===== src/rtl/cic_pkg.sv =====
// Shared constants and helpers for the 1-bit PDM to PCM CIC decimator.
// Accumulator width grows by log2(DEC_RATIO) bits per stage, plus one bit of input headroom.
package cic_pkg;
   localparam int ORDER_DEF     = 4;
   localparam int DEC_RATIO_DEF = 64;
   localparam int OUT_W_DEF     = 24;

   function automatic int acc_width(input int order, input int dec_ratio);
      return 1 + order * $clog2(dec_ratio);
   endfunction

   localparam int ACC_W_DEF = acc_width(ORDER_DEF, DEC_RATIO_DEF);

   typedef logic [ACC_W_DEF-1:0] acc_t;
endpackage


===== src/rtl/cic_comb_stage.sv =====
// One CIC comb stage: d_out = d_in - d_in(previous strobe); delay loads only when en is high.
// Latency: combinational difference, one-strobe delay register; no backpressure (free-running).
module cic_comb_stage
   import cic_pkg::*;
#(
   parameter int W = ACC_W_DEF
) (
   input  logic         clk,
   input  logic         rst,
   input  logic         en,
   input  logic [W-1:0] d_in,
   output logic [W-1:0] d_out
);
   logic [W-1:0] dly;

   // Modular subtraction: integrator wrap-around cancels out here.
   assign d_out = d_in - dly;

   always_ff @(posedge clk) begin
      if (rst)
         dly <= '0;
      else if (en)
         dly <= d_in;
   end
endmodule


===== src/rtl/cic.sv =====
// PDM bitstream to saturated PCM decimator; out updates one clk after each dec_clk rising edge.
// No backpressure: output is held between strobes. Optional CIC_OUT_VALID_EN adds a one-cycle out_valid.
module cic
   import cic_pkg::*;
#(
   parameter int ORDER     = ORDER_DEF,
   parameter int DEC_RATIO = DEC_RATIO_DEF,
   parameter int OUT_W     = OUT_W_DEF
) (
   input  logic             clk,
   input  logic             rst,
   input  logic             dec_clk,
   input  logic             in,
   output logic [OUT_W-1:0] out
`ifdef CIC_OUT_VALID_EN
   ,
   output logic             out_valid
`endif
);
   localparam int ACC_W = acc_width(ORDER, DEC_RATIO);

   // dec_q resets high so a marker already high at reset release does not strobe.
   logic dec_q;
   logic strobe;

   assign strobe = dec_clk & ~dec_q;

   always_ff @(posedge clk) begin
      if (rst)
         dec_q <= 1'b1;
      else
         dec_q <= dec_clk;
   end

   logic [ACC_W-1:0] integ [ORDER];

   always_ff @(posedge clk) begin
      if (rst) begin
         for (int k = 0; k < ORDER; k++)
            integ[k] <= '0;
      end else begin
         integ[0] <= integ[0] + ACC_W'(in);
         for (int k = 1; k < ORDER; k++)
            integ[k] <= integ[k] + integ[k-1];
      end
   end

   logic [ACC_W-1:0] comb [ORDER+1];

   assign comb[0] = integ[ORDER-1];

   for (genvar g = 0; g < ORDER; g++) begin : g_comb
      cic_comb_stage #(.W(ACC_W)) u_stage (
         .clk   (clk),
         .rst   (rst),
         .en    (strobe),
         .d_in  (comb[g]),
         .d_out (comb[g+1])
      );
   end

   // Full-scale input gives exactly 2^OUT_W, one past the top code.
   logic [OUT_W-1:0] sat_val;

   if (ACC_W > OUT_W) begin : g_sat
      assign sat_val = (|comb[ORDER][ACC_W-1:OUT_W]) ? {OUT_W{1'b1}} : comb[ORDER][OUT_W-1:0];
   end else begin : g_nosat
      assign sat_val = OUT_W'(comb[ORDER]);
   end

   always_ff @(posedge clk) begin
      if (rst)
         out <= '0;
      else if (strobe)
         out <= sat_val;
   end

`ifdef CIC_OUT_VALID_EN
   always_ff @(posedge clk) begin
      if (rst)
         out_valid <= 1'b0;
      else
         out_valid <= strobe;
   end
`endif
endmodule


===== config.mk =====
export PLATFORM = sky130hd
export DESIGN_NAME = cic
export DESIGN_NICKNAME = d
export VERILOG_FILES = /design/src/rtl/cic_pkg.sv /design/src/rtl/cic_comb_stage.sv /design/src/rtl/cic.sv
export SDC_FILE = /design/constraint.sdc
export NUM_CORES = 1
export LEC_CHECK = 0
export ABC_AREA = 1
export CAP_MARGIN = 20
export CORE_ASPECT_RATIO = 1.75
export CORE_MARGIN = 2
export CORE_UTILIZATION = 28
export CTS_CLUSTER_DIAMETER = 200
export DETAILED_ROUTE_END_ITERATION = 6
export GPL_ROUTABILITY_DRIVEN = 0
export PLACE_DENSITY_LB_ADDON = 0.2
export SLEW_MARGIN = 30
export SYNTH_ARGS = -nofsm -noshare
export SYNTH_HDL_FRONTEND = slang
export SYNTH_SLANG_ARGS = --single-unit

===== constraint.sdc =====
create_clock -name clk -period 7.7 [get_ports clk]
set_clock_uncertainty 0.2 [all_clocks]
set_input_delay 2.31 -clock clk [delete_from_list [all_inputs] [get_ports clk]]
set_output_delay 2.31 -clock clk [all_outputs]
set_load 0.005 [all_outputs]

==> results of run 1 <==
==> path summary, 6_finish.rpt <==
check | from | endpoint | slack (ns) | depth (start not counted)
setup / recovery | integ[3][0] | out[19] | 0.41 | 34
hold / removal | g_comb[0].u_stage.dly[20] | g_comb[0].u_stage.dly[20] | 0.26 | 2
setup reg to reg | integ[3][0] | out[19] | 0.41 | 34
hold reg to reg | g_comb[0].u_stage.dly[20] | g_comb[0].u_stage.dly[20] | 0.26 | 2
==> registers in the layout, summed over array words and instances (netlist names) <==
name / flops
out: 24
g_comb.u_stage.dly: 100
dec_q: 1
integ: 100
==> layer usage <==
layer	up-vias	global-route usage (%)	share of wire [%]
met4	0	10.2	7.1
met5	-	0	0
li1	7558	-	-
met3	120	1.42	2.1
met2	201	32.3	56
met1	6519	13.9	35
==> kinds of logic after synthesis <==
family                     count (synthesis)  share of synthesized area (%)
xor gates and xnor gates                  90                           5.00
and+or+nand+nor                          648                           18.1
DFF                                      225                           28.6
AOI/OAI and AO/OA                        694                           23.9
adders and majority gates                177                           14.4
buffers and inverters                    417                           10.0
==> tightest hold or removal path, delay by kind of cell (launching register included) <==
family / cells / cell delay (ns)
compound gates: 1 / 0.05
flops: 1 / 0.29
buf+inv: 1 / 0.06
==> synth_stat cells, drive strengths merged <==
library cell and number:
a211oi 8, a21boi 6, a21o 13, a21oi 349
a221o 1, a22oi 1, a31o 1, a31oi 6
and2 1, and3 5, buf 9, clkbuf 43
dfxtp 225, fa 7, ha 170, inv 365
nand2 314, nand3 86, nand3b 7, nand4 21
nor2 162, nor3 18, nor3b 4, nor4 14
o211ai 8, o21a 21, o21ai 266, o21bai 13
o221ai 1, or2 16, xnor2 19, xor2 71
==> stage by stage <==
step	utilization, %	instance area (µm²)	setup TNS (ns)	cells	setup slack [ns]
2_1_floorplan	-	15800	0	2251	1.58
3_3_place_gp	30.0	16800	0	2933	0.301
3_5_place_dp	30.0	16800	0	2933	0.280
4_1_cts	31.6	17700	0	2983	0.287
5_1_grt	31.7	17700	-0.0592	2983	-0.0570
6_report	31.7	17700	0	2983	0.411
==> area by class of cell <==
cell class,count,area (µm²),area share [%]
inverters,365,1380,7.75
clock buffers,40,795,4.48
multi-input cells,1609,9720,54.8
repair buffers,32,330,1.86
flip-flops and latches,225,4500,25.4
clock inverters,10,131,0.741
well taps,702,878,4.95
==> results by group, run 1 <==
Critical path
  – CP Class: reg -> reg
  – Buf/Inv on CP: 3
  – Critical Path RT: 7.95 ns
  – Crit Path Max Fanout: 5
  – Setup crit end kind: flop
  – Slowest stage cell on the critical path: ha_1
  – Top Family by Delay on Critical Path: compound AO/OA/AOI/OAI gates
  – Critical path data arrival time: 7.54 ns
  – CP peak stage delay: 0.42 ns
  – Most used cell, CP: nand2_1
  – CP startpoint kind: flop

Routing
  – Via density per instance: 4.83
  – First-pass DRT Iterations: 5
  – Drt wl/cell: 15.2 µm
  – Initial DRC count: 462
  – Routed WL: 45300 µm
  – Final antenna-violating net count: 0
  – DRC errors left: 0
  – Vias post-DR: 14400

Finish
  – Filler instances: 6079
  – Synth-to-layout area growth: 12.4%
  – Antenna diode count: 0
  – Commonest non-fill, non-tap cells in the layout: inv_1 (360), a21oi_1 (342), nand2_1 (304), dfxtp_1 (225), o21ai_0 (215)
  – Nets: 2441
  – Share of layout cells above drive strength 1: 5.66%
  – Commonest non-fill, non-tap cell in the layout: inv_1

STA
  – Fin crit share: 94.7%
  – Worst slew pin tran: 0.940 ns
  – Fin crit period: 7.29 ns
  – Achievable frequency: 0.137 GHz
  – Fin. max-slew vios: 0
  – Fin. Hold Viols: 0
  – Hold WS: 0.255 ns
  – Setup Viol. Count Final: 0
  – Worst relative slew slack: 37.4%
  – RSZ-0062 raised after global routing: yes

Placed design
  – Final HPWL DP: 35200 µm
  – # port buffers: 27

Yosys
  – Avg Cell Area, Syn: 7.01 µm²
  – Mapped Cells: 2251
  – Yosys warning count: 0
  – Synth area leaders: dfxtp_1 (29%), ha_1 (13%), a21oi_1 (11%), inv_1 (8.6%), nand2_1 (7.2%)
  – Yosys cell types: 50
  – Synthesized flop and latch total: 225
  – Post-synth top area share: 28.6%
  – Area leader, netlist: dfxtp_1
  – Syn_nets: 2432
  – Post-synthesis cell area: 0.0158 mm²
  – Register area share after synthesis: 28.6%

GRT
  – Vias in the first global route: 14600
  – First-pass GRT wire length: 73000 µm
  – Initial antenna violation count: 0
  – Remaining Overflow, GRT: 0
  – Pin count of the biggest net entering global routing: 108
  – GRT Util Overall: 15.6%

Die
  – Std-Cell Rows: 115
  – Full die area: 0.0583 mm²
  – Die Span Y: 318 µm
  – Io pins: 28
  – Core Area: 0.0560 mm²
  – Die X: 183 µm
  – Starting Density: 28.2%

Clocking
  – Number of post-CTS setup repair buffers: 0
  – Clock Latency Late Sink: 0.55 ns
  – Hold_buf cts: 0
  – Clock sink count: 225
  – Clk pin slew, worst setup/hold paths: 0.06 ns
  – Total CTS buffers: 27
  – Cts repair resizes: 0
  – H-Tree Depth: 1
  – TritonCTS clock tree: built
  – Clock root buffer: clkbuf_16
  – Clk buf depth: 3

Job
  – Max Cap Viol: 0

Run status
  – Outcome: finished clean

Min path
  – HP Class: reg -> reg
Power of run 1 is left out: the tool's default activity adds up to more than one toggle a clock period on the data nets, which glitch-free logic cannot reach.
==> inputs of run 2 (changes only) <==
ABC_CLOCK_PERIOD_IN_PS = 7700   (was not set)
CORE_ASPECT_RATIO = not set   (was 1.75)
==> run 2 against run 1 <==
Final cell count rose by 1.7%. Hold slack got worse by 0.0016 ns. Utilization rose by 0.67 points. Critical path depth rose by 7. Cell area rose by 1.1%. Register-to-register slack improved by 0.32 ns. Critical endpoint is now out[2]. Largest cell class unchanged.
==> results by group, run 2 (synthesized netlist as in run 1, its figures left out) <==
STA
  – Post-route worst setup slack: 0.731 ns (+0.320 ns)
  – Worst slew pin tran: 0.881 ns (-0.0587 ns)
  – Fin crit period: 6.97 ns (-0.320 ns)
  – Setup TNS: 0 ns (unchanged)
  – Setup Viol. Count Final: 0 (unchanged)
  – Fin. max-slew vios: 0 (unchanged)
  – Achievable frequency: 0.143 GHz (+4.6%)
  – Fin crit share: 90.5% (-4.2 points)
  – RSZ-0062 raised after global routing: no
  – Fin. Hold Viols: 0 (unchanged)
  – Worst relative slew slack: 41.3% (+3.9 points)

Placed design
  – Final HPWL DP: 30000 µm (-15%)
  – # port buffers: 27 (unchanged)
  – Pre-CTS setup slack: 0.528 ns (+0.248 ns)

Clocking
  – Clk buf depth: 3 (unchanged)
  – Clock sink count: 225 (unchanged)
  – TritonCTS clock tree: built
  – Hold_buf cts: 0 (unchanged)
  – Clock root buffer: clkbuf_16
  – Number of post-CTS setup repair buffers: 0 (unchanged)
  – Clk pin slew, worst setup/hold paths: 0.06 ns (about the same)
  – Total CTS buffers: 30 (+11%)
  – Clock Latency Late Sink: 0.59 ns (+0.04 ns)
  – H-Tree Depth: 1 (unchanged)
  – Cts repair resizes: 0 (unchanged)

Routing
  – Wl on met1: 18200 µm (+15%)
  – DRC errors left: 0 (unchanged)
  – Via density per instance: 4.68 (-3.0%)
  – Drt wl/cell: 13.0 µm (-15%)
  – Vias post-DR: 14200 (-1.4%)
  – Routed WL: 39400 µm (-13%)
  – WL met2: 18900 µm (-25%)
  – Met3 WL: 954 µm (+0.21%)
  – First-pass DRT Iterations: 5 (unchanged)
  – Initial DRC count: 611 (+32%)
  – Final antenna-violating net count: 0 (unchanged)
  – Max layer used: met4

Die
  – Die X: 241 µm (+32%)
  – Starting Density: 28.5% (+0.28 points)
  – Die Span Y: 241 µm (-24%)
  – Core Area: 0.0554 mm² (-0.99%)
  – Std-Cell Rows: 86 (-25%)
  – Full die area: 0.0582 mm² (-0.13%)
  – Io pins: 28 (unchanged)

Finish
  – Commonest non-fill, non-tap cell in the layout: inv_1
  – Share of layout cells above drive strength 1: 6.17% (+0.52 points)
  – Commonest non-fill, non-tap cells in the layout: inv_1 (360), a21oi_1 (340), nand2_1 (304), dfxtp_1 (225), o21ai_0 (215)
  – Synth-to-layout area growth: 13.7%
  – Antenna diode count: 0 (unchanged)
  – Finished Core Util: 32.4% (+0.67 points)
  – Largest regs: g_comb.u_stage.dly (100), integ (100), out (24)
  – Nets: 2444 (+0.12%)

Job
  – Max Cap Viol: 0 (unchanged)

GRT
  – First-pass GRT wire length: 65500 µm (-10%)
  – Initial antenna violation count: 0 (unchanged)
  – Vias in the first global route: 13800 (-5.9%)
  – Remaining Overflow, GRT: 0 (unchanged)
  – Pin count of the biggest net entering global routing: 99 (-8.3%)
  – GRT Util Overall: 13.5% (-2.1 points)

Critical path
  – Crit Path Max Fanout: 13 (+8)
  – Slowest stage cell on the critical path: fa_1
  – Setup crit end kind: flop
  – Most used cell, CP: nand2_1
  – CP startpoint kind: flop
  – Critical path data arrival time: 7.23 ns (-0.31 ns)
  – Critical Path RT: 7.96 ns (about the same)
  – CP Class: reg -> reg
  – CP peak stage delay: 0.37 ns (-0.05 ns)

Pwr
  – Static Leak: 0.00822 µW
  – P per Cell Area: 471 mW/mm²
  – Peak VDD IR: 0.478 mV

Min path
  – HP Class: reg -> reg

Run status
  – Outcome: finished clean
run 2: changes by cell type in the layout (fill, tap and decap cells not counted), sizes merged:
cell,previous run,this run
clkinvlp,1,0
clkbuf,40,43
clkinv,5,8
inv,366,365
run 2: cell type report:
type | instances | area (µm²)
fill | 6038 | 37500
multi-input combinational | 1609 | 9740
sequential | 225 | 4500
inverter | 365 | 1380
tap | 748 | 936
clock buffer | 43 | 910
timing repair buffer | 32 | 318
clock inverter | 11 | 145
run 2: power by group:
part           total (µW)  internal (µW)  switching [µW]
clock                1460            913             549
combinational        5720           2080            3650
sequential           1260           1230            29.4
run 2: critical path, delay by kind of cell (launching register included):
family	cells	cell delay, ns
AOI/OAI and AO/OA	8	1.34
and+or+nand+nor	20	2.50
adders and majority gates	5	1.60
xor gates and xnor gates	3	0.46
buffers and inverters	5	0.44
DFF	1	0.33
run 2: stage by stage:
stage,hold slack [ns],power [µW],std cells,area [µm²]
floorplan,0.233,5600,2251,15800
global placement,0.243,6980,2979,16800
detailed placement,0.250,6980,2979,16800
CTS,0.258,8500,3033,17900
global route,0.272,9320,3033,17900
finish,0.254,8450,3033,17900
run 2: metal layers:
| metal | vias to the layer above | global-route usage [%] |
|---|---|---|
| li1 | 7565 | - |
| met4 | 0 | 4.49 |
| met3 | 74 | 1.79 |
| met1 | 6403 | 16.4 |
| met2 | 153 | 24.6 |
| met5 | - | 0 |
run 2: final timing paths:
path / slack [ns] / from / end / cells after the start
setup / recovery: 0.73 / integ[3][0] / out[2] / 41
setup reg to reg: 0.73 / integ[3][0] / out[2] / 41
hold reg to reg: 0.25 / g_comb[0].u_stage.dly[13] / g_comb[0].u_stage.dly[13] / 2
hold / removal: 0.25 / g_comb[0].u_stage.dly[13] / g_comb[0].u_stage.dly[13] / 2
Power figures use the tool's default switching activity.
==> inputs of run 3 (changes only) <==
MAX_ROUTING_LAYER = met4   (was not set)
==> run 3 against run 2 <==
Final cell count did not move. Register-to-register slack barely moved. Critical endpoint unchanged. Routed wire length about the same. Highest routed layer unchanged. Power barely moved. Critical path type unchanged. Clock power about the same.
==> results by group, run 3 (synthesized netlist as in run 1, its figures left out) <==
GRT
  – M3 GR Usage: 1.79% (unchanged)
  – Remaining Overflow, GRT: 0 (unchanged)
  – Grt peak-use layer: met2
  – GRT Util Overall: 13.9% (+0.41 points)
  – Vias in the first global route: 13800 (+0.029%)
  – Pin count of the biggest net entering global routing: 99 (unchanged)
  – First-pass GRT wire length: 65500 µm (about the same)
  – Met2 usage: 24.6% (about the same)
  – Initial antenna violation count: 0 (unchanged)
  – Met1 Track Usage GR: 16.4% (unchanged)

Clocking
  – Total CTS buffers: 30 (unchanged)
  – Clock root buffer: clkbuf_16
  – Hold_buf cts: 0 (unchanged)
  – Clk pin slew, worst setup/hold paths: 0.06 ns (about the same)
  – Clock Latency Late Sink: 0.58 ns (about the same)
  – H-Tree Depth: 1 (unchanged)
  – Number of post-CTS setup repair buffers: 0 (unchanged)
  – TritonCTS clock tree: built
  – Clock sink count: 225 (unchanged)
  – Clk buf depth: 3 (unchanged)

STA
  – Worst relative slew slack: 41.6% (+0.29 points)
  – Fin. Hold Viols: 0 (unchanged)
  – Setup Viol. Count Final: 0 (unchanged)
  – Fin. max-slew vios: 0 (unchanged)
  – Setup TNS: 0 ns (unchanged)
  – RSZ-0062 raised after global routing: no
  – Fin crit period: 6.96 ns (-0.00705 ns)
  – Worst slew pin tran: 0.876 ns (-0.00438 ns)
  – Fin crit share: 90.4% (-0.092 points)
  – Achievable frequency: 0.144 GHz (+0.10%)

Critical path
  – Setup crit end kind: flop
  – Crit Path Max Fanout: 13 (unchanged)
  – CP Class: reg -> reg
  – CP peak stage delay: 0.37 ns (about the same)
  – Most used cell, CP: nand2_1
  – Top Family by Delay on Critical Path: simple AND/OR/NAND/NOR gates
  – Buf/Inv on CP: 5 (unchanged)
  – Critical Path RT: 7.96 ns (about the same)
  – Critical path data arrival time: 7.22 ns (about the same)
  – CP startpoint kind: flop
  – Reg2Reg Setup Slack: 0.74 ns (about the same)
  – Slowest stage cell on the critical path: fa_1

Routing
  – Routed WL: 39400 µm (about the same)
  – Initial DRC count: 618 (+1.1%)
  – Vias post-DR: 14200 (-0.18%)
  – Via density per instance: 4.67 (-0.18%)
  – Drt wl/cell: 13.0 µm (about the same)
  – First-pass DRT Iterations: 5 (unchanged)
  – Final antenna-violating net count: 0 (unchanged)
  – DRC errors left: 0 (unchanged)

Pwr
  – Static Leak: 0.00822 µW (unchanged)
  – Peak VDD IR: 0.478 mV (about the same)
  – Power Total: 8450 µW (about the same)
  – P per Cell Area: 471 mW/mm² (about the same)

Die
  – Die X: 241 µm (unchanged)
  – Std-Cell Rows: 86 (unchanged)
  – Io pins: 28 (unchanged)
  – Starting Density: 28.5% (unchanged)
  – Die Span Y: 241 µm (unchanged)
  – Core Area: 0.0554 mm² (unchanged)
  – Full die area: 0.0582 mm² (unchanged)

Finish
  – Share of layout cells above drive strength 1: 6.17% (unchanged)
  – Nets: 2444 (unchanged)
  – Antenna diode count: 0 (unchanged)
  – Commonest non-fill, non-tap cells in the layout: inv_1 (360), a21oi_1 (340), nand2_1 (304), dfxtp_1 (225), o21ai_0 (215)
  – Largest regs: g_comb.u_stage.dly (100), integ (100), out (24)
  – Commonest non-fill, non-tap cell in the layout: inv_1
  – Finished Core Util: 32.4% (unchanged)
  – Synth-to-layout area growth: 13.7% (unchanged)

Min path
  – HP Class: reg -> reg

Job
  – Max Cap Viol: 0 (unchanged)

Placed design
  – # port buffers: 27 (unchanged)
  – Final HPWL DP: 30000 µm (unchanged)

Run status
  – Outcome: finished clean
## run 3: cell counts in the layout (fill, tap and decap cells not counted)
No cell type changed its count.
## run 3: final timing paths
path,startpoint,to,cells after the start
worst max register to register,integ[3][0],out[2],41
worst min-delay path,g_comb[0].u_stage.dly[13],g_comb[0].u_stage.dly[13],2
worst max-delay path,integ[3][0],out[2],41
worst min register to register,g_comb[0].u_stage.dly[13],g_comb[0].u_stage.dly[13],2
## run 3: final cells by class
type                    count  area, µm²
flip-flops and latches    225       4500
well taps                 748        936
inverters                 365       1380
repair buffers             32        318
clock inverters            11        145
clock buffers              43        910
fillers                  6038      37500
multi-input cells        1609       9740
## run 3: worst reg2reg max path: cells and delay by family (launching register included)
kind	cells	cell delay, ns
xor gates and xnor gates	3	0.46
and+or+nand+nor	20	2.50
adders and majority gates	5	1.60
DFF	1	0.33
AOI/OAI and AO/OA	8	1.34
buffers and inverters	5	0.45
## run 3: through the flow
step	setup slack (ns)	cells	hold slack, ns	area [µm²]
final	0.738	3033	0.254	17900
after global routing	0.00765	3033	0.272	17900
after CTS	0.466	3033	0.258	17900
after detailed placement	0.528	2979	0.250	16800
after global placement	0.702	2979	0.243	16800
after floorplan	1.58	2251	0.233	15800
## run 3: what timing repair did
item                       CTS  global route
setup endpoints to repair    0            24
hold endpoints to repair     0             0
resized for setup            0            12
## run 3: routing by layer
layer | share of wire (%) | wire, µm | vias up
li1 | - | - | 7564
met1 | 47 | 18300 | 6384
met2 | 48 | 18900 | 144
met3 | 2.2 | 885 | 77
met4 | 3.3 | 1300 | 0
met5 | 0 | 0 | -
## run 3: power breakdown
group          internal [µW]  switching, µW  leakage, µW
Combinational           2080           3650      0.00586
Sequential              1230           29.3      0.00183
Clock                    913            551     0.000528
Total                   4220           4230      0.00822
